$ cat src/rtl/vga_timing.sv
// VGA raster timing generator with a frame-synchronous 12-digit BCD word register.
// Define VGA_DOUBLE_BUFFER_EN to defer new words to the next frame wrap via a pending slot.
module vga_timing #(
  parameter int unsigned CLK_DIV  = 4,
  parameter int unsigned H_ACTIVE = 640,
  parameter int unsigned H_FP     = 16,
  parameter int unsigned H_SYNC   = 96,
  parameter int unsigned H_BP     = 48,
  parameter int unsigned V_ACTIVE = 480,
  parameter int unsigned V_FP     = 10,
  parameter int unsigned V_SYNC   = 2,
  parameter int unsigned V_BP     = 33
) (
  input  logic        clk,
  input  logic        rst,
  input  logic [47:0] numbers_in,
  input  logic        numbers_valid,
  output logic        numbers_ready,
  output logic [9:0]  sx,
  output logic [9:0]  sy,
  output logic        de,
  output logic        hsync,
  output logic        vsync,
  output logic        pix_stb,
  output logic        frame_start,
  output logic [47:0] numbers_concat
);

  localparam int unsigned H_TOTAL = H_ACTIVE + H_FP + H_SYNC + H_BP;
  localparam int unsigned V_TOTAL = V_ACTIVE + V_FP + V_SYNC + V_BP;
  localparam int unsigned DivW    = $clog2(CLK_DIV);

  localparam logic [DivW-1:0] DivLast = DivW'(CLK_DIV - 1);
  localparam logic [9:0] HLast      = 10'(H_TOTAL - 1);
  localparam logic [9:0] VLast      = 10'(V_TOTAL - 1);
  localparam logic [9:0] HActive    = 10'(H_ACTIVE);
  localparam logic [9:0] VActive    = 10'(V_ACTIVE);
  localparam logic [9:0] HSyncBeg   = 10'(H_ACTIVE + H_FP);
  localparam logic [9:0] HSyncEnd   = 10'(H_ACTIVE + H_FP + H_SYNC);
  localparam logic [9:0] VSyncBeg   = 10'(V_ACTIVE + V_FP);
  localparam logic [9:0] VSyncEnd   = 10'(V_ACTIVE + V_FP + V_SYNC);

  logic [DivW-1:0] div_q, div_d;
  logic [9:0]      sx_q, sx_d, sy_q, sy_d;
  logic [47:0]     concat_q, concat_d;
  logic            h_last, v_last;

  always_comb begin
    pix_stb     = (div_q == DivLast);
    h_last      = (sx_q == HLast);
    v_last      = (sy_q == VLast);
    frame_start = pix_stb && h_last && v_last;
    div_d       = pix_stb ? '0 : div_q + 1'b1;
    sx_d        = sx_q;
    sy_d        = sy_q;
    if (pix_stb) begin
      if (h_last) begin
        sx_d = '0;
        sy_d = v_last ? '0 : sy_q + 10'd1;
      end else begin
        sx_d = sx_q + 10'd1;
      end
    end
  end

  // Decoded straight from the counter registers so they line up with sx/sy.
  always_comb begin
    de    = (sx_q < HActive) && (sy_q < VActive);
    hsync = !((sx_q >= HSyncBeg) && (sx_q < HSyncEnd));
    vsync = !((sy_q >= VSyncBeg) && (sy_q < VSyncEnd));
  end

  always_ff @(posedge clk or posedge rst) begin
    if (rst) begin
      div_q <= '0;
      sx_q  <= '0;
      sy_q  <= '0;
    end else begin
      div_q <= div_d;
      sx_q  <= sx_d;
      sy_q  <= sy_d;
    end
  end

`ifdef VGA_DOUBLE_BUFFER_EN
  logic        pend_valid_q, pend_valid_d;
  logic [47:0] pend_q, pend_d;

  // A slot filled during the wrap cycle was empty before the edge, so it is not applied there.
  always_comb begin
    pend_valid_d = pend_valid_q;
    pend_d       = pend_q;
    concat_d     = concat_q;
    if (frame_start && pend_valid_q) begin
      concat_d     = pend_q;
      pend_valid_d = 1'b0;
    end
    if (numbers_valid && !pend_valid_q) begin
      pend_d       = numbers_in;
      pend_valid_d = 1'b1;
    end
  end

  assign numbers_ready = !pend_valid_q;

  always_ff @(posedge clk or posedge rst) begin
    if (rst) begin
      pend_valid_q <= 1'b0;
      pend_q       <= '0;
      concat_q     <= '0;
    end else begin
      pend_valid_q <= pend_valid_d;
      pend_q       <= pend_d;
      concat_q     <= concat_d;
    end
  end
`else
  always_comb begin
    concat_d = numbers_valid ? numbers_in : concat_q;
  end

  assign numbers_ready = 1'b1;

  always_ff @(posedge clk or posedge rst) begin
    if (rst) begin
      concat_q <= '0;
    end else begin
      concat_q <= concat_d;
    end
  end
`endif

  assign sx             = sx_q;
  assign sy             = sy_q;
  assign numbers_concat = concat_q;

endmodule

$ cat config.mk
export PLATFORM = sky130hd
export DESIGN_NAME = vga_timing
export DESIGN_NICKNAME = d
export VERILOG_FILES = /design/src/rtl/vga_timing.sv
export SDC_FILE = /design/constraint.sdc
export NUM_CORES = 1
export LEC_CHECK = 0
export BUFFER_PORTS_ARGS = -buffer_cell sky130_fd_sc_hd__buf_2
export CAP_MARGIN = 10
export CORE_MARGIN = 4
export CORE_UTILIZATION = 51
export CTS_CLUSTER_DIAMETER = 50
export DETAILED_ROUTE_END_ITERATION = 7
export GPL_TIMING_DRIVEN = 0
export PLACE_DENSITY = 0.85
export SKIP_CTS_REPAIR_TIMING = 1
export SLEW_MARGIN = 20
export SYNTH_ARGS = -nofsm -noshare
export SYNTH_HDL_FRONTEND = slang
export SYNTH_SLANG_ARGS = --single-unit
$ cat constraint.sdc
create_clock -name clk -period 6.1 [get_ports clk]
set_input_delay 1.22 -clock clk [delete_from_list [all_inputs] [get_ports clk]]
set_output_delay 1.22 -clock clk [all_outputs]
set_load 0.03 [all_outputs]
==> flow_summary.yaml <==
cells_and_area:
  area_growth_pct: 32.15
  multi_input_area_um2: 1152
  layout_common_cells: "buf_2, dfrtp_1, mux2_2"
  post-route-util: 0.7048
  fillCellCount: 423
  antenna_cells: 0
  seq_area_um2: 1752
  nets: 418
  drive_gt1_frac: 0.5313
  layout_commonest_cell: "buf_2"
setup_path:
  end_kind: "output pin"
  critPathMaxStageDelay_ns: 0.42
  cpMaxStageDelayCell: "dfrtp_1"
  arrival_ns: 2.06
  critical_path.startpoint_type: "flip-flop"
  crit_top_cell: "buf_2"
  worst-setup-path-type: "reg2out"
  crit_required_ns: 4.88
  path_max_fanout: 8
  worstPathCellList: "ha_1 > nand4bb_1 > or3_1 > buf_2 > nor2_1 > buf_2"
yosys:
  ys_ff_latch: 70
  synth-edff-count: 0
  yosys-mux-area-fraction: 0.1852
  synth-simple-area-share: 0.1162
  synth_xor_area_frac: 0.03241
  synthDistinctLibCells: 42
  synthesis.area_um2: 2973
  synth_adder_area_share: 0.02104
  synth_compound_area_frac: 0.03157
  synth_nets: 284
  synth_largest_area_cell: "dfrtp_1"
  syn_inst: 228
  synth_top_family_by_area: "multiplexers"
  seq_area_frac_synth: 0.5892
  synth_flop_cell: "dfrtp_1"
  syn_area_per_cell_um2: 13.04
  ys_async_sr_fraction: 1.000
  synth_area_leaders: "dfrtp_1, mux2_2, ha_1"
  synth_top_area_share: 0.5892
  ys_warn_count: 0
routing:
  drc: 0
  wl_per_cell_um: 15.13
  postRouteAntennaNets: 0
  avgViaCountPerCell: 5.157
  drtIter0Drc: 41
  finalWirelength_um: 6643
  drtPass1Iterations: 4
  via_count: 2264
pwr:
  p_int_uw: 811.3
  p_comb_frac: 0.155
  peakVddDrop_mv: 0.1781
  swShare: 0.2645
  seqPwrFrac: 0.464
  switchingPower_uw: 291.8
  fin_total_pwr_uw: 1103
  pwr-share-clk: 0.381
  p_leak_uw: 0.001945
  power.density_nw_per_um2: 280.8
sta:
  slew_viol_final: 0
  finalCriticalPeriod_ns: 3.278
  fmax_mhz: 305.1
  setup-violations-final: 0
  clock_skew_ns: 0.005455
  post-route-period-util: 0.5373
  hold_viol: 0
  rsz0062_at_grt: "false"
  finalSetupTns_ns: 0
  slew_headroom: 0.5675
  max_slew.worst_pin.slew_ns: 0.6437
placed_design:
  port-buffer-count: 122
  hpwl_um: 5177
  gp_congestion: 0.9196
flow_run:
  drv_cap: 0
global_route:
  antenna_found_initial: 0
  first_global_vias: 2318
  grt_start_max_net_pins: 45
  gr-usage-all-layers: 0.1929
  grt_first_pass_wirelength_um: 10990
  overflow: 0
clock_tree:
  htreeDepth: 3
  cts_num_sinks: 70
  clock_latency_ns: 0.33
  cts_tree: "built"
  clk_path_buf_depth: 2
  cts-buffers-inserted: 9
  path_clk_slew_ns: 0.07
  cts-root-buf: "clkbuf_8"
outcome:
  outcome: "finished clean"
die:
  num_rows: 27
  ios: 125
  dieArea_um2: 7115
  initial_core_util: 0.5333
  core_um2: 5574
  fp.dieW_um: 84.35
  die_h_um: 84.35
worst_hold_path:
  hold_class: "reg2reg"
==> metrics by stage <==
step / instance area, um2 / worst slack, ns / cells / hold WS (ns)
final: 3929 / 2.822 / 439 / 0.4463
after global routing: 3929 / 2.619 / 439 / 0.4394
after CTS: 3929 / 2.798 / 439 / 0.4342
after detailed placement: 3696 / 3.209 / 423 / 0.4237
after global placement: 3674 / 2.397 / 422 / 0.4167
after floorplan: 2973 / 3.000 / 228 / 0.4031
==> per-layer routing <==
layer / vias to the layer above / share of wire / track usage
met5: - / 0 / 0
li1: 1076 / - / -
met4: 0 / 0.014 / 0.06906
met2: 101 / 0.49 / 0.3178
met1: 1077 / 0.42 / 0.2476
met3: 10 / 0.082 / 0.05005
==> flip-flops by register name, indices dropped and copies added (netlist names) <==
register        cells
div_q               2
sy                 10
sx                 10
numbers_concat     48
==> synth_stat cells (all sizes together) (4+ instances only) <==
cell type / instances
clkbuf: 8
nor2: 13
and3: 4
nor3: 5
xor2: 7
xnor2: 4
nand3: 10
dfrtp: 70
mux2: 48
inv: 5
nand2: 12
o21ai: 4
ha: 5
==> area by class of cell <==
class | instances | share of cell area
clock buffer | 11 | 0.03853
buffer | 11 | 0.01274
tap | 72 | 0.02293
inverter | 5 | 0.005414
clock inverter | 5 | 0.02070
timing repair buffer | 123 | 0.1605
sequential | 70 | 0.4459
multi-input combinational | 142 | 0.2933
==> final timing paths <==
| kind | start | end | slack, ns | depth (start not counted) |
|---|---|---|---|---|
| max in group asynchronous | rst | numbers_concat[37]$_DFFE_PP0P_ | 4.72 | 3 |
| worst min register to register | div_q[0]$_DFF_PP0_ | div_q[0]$_DFF_PP0_ | 0.45 | 1 |
| worst max-delay path | sx[1]$_DFFE_PP0P_ | frame_start | 2.82 | 6 |
| worst min-delay path | div_q[0]$_DFF_PP0_ | div_q[0]$_DFF_PP0_ | 0.45 | 1 |
| worst max register to register | sy[0]$_DFFE_PP0P_ | sy[3]$_DFFE_PP0P_ | 4.18 | 6 |
| min in group asynchronous | rst | numbers_concat[13]$_DFFE_PP0P_ | 0.86 | 2 |
==> cells by family (layout without fill, tap and decap cells) <==
| family | after synthesis | count (layout) |
|---|---|---|
| buffers and inverters | 16 | 155 |
| other | 1 | 1 |
| XOR/XNOR | 11 | 11 |
| AO/OA/AOI/OAI | 13 | 13 |
| flip-flops | 70 | 70 |
| multiplexers | 49 | 49 |
| adder cells (fa/ha/maj) | 5 | 5 |
| AND/OR/NAND/NOR | 63 | 63 |
==> power groups by stage <==
stage / combinational (uW) / clock (uW) / sequential (uW)
2_1_floorplan: 45.7 / 0 / 585
3_3_place_gp: 168 / 0 / 518
3_5_place_dp: 174 / 0 / 521
4_1_cts: 174 / 425 / 512
5_1_grt: 182 / 448 / 516
6_report: 171 / 420 / 512
==> critical path, delay by kind of cell (launching register included) <==
kind | cells | cell delay (ns)
simple gates | 3 | 0.68
flops | 1 | 0.42
buf+inv | 2 | 0.40
fa+ha+maj | 1 | 0.23
Note: power is estimated with default switching activity, not from simulation.
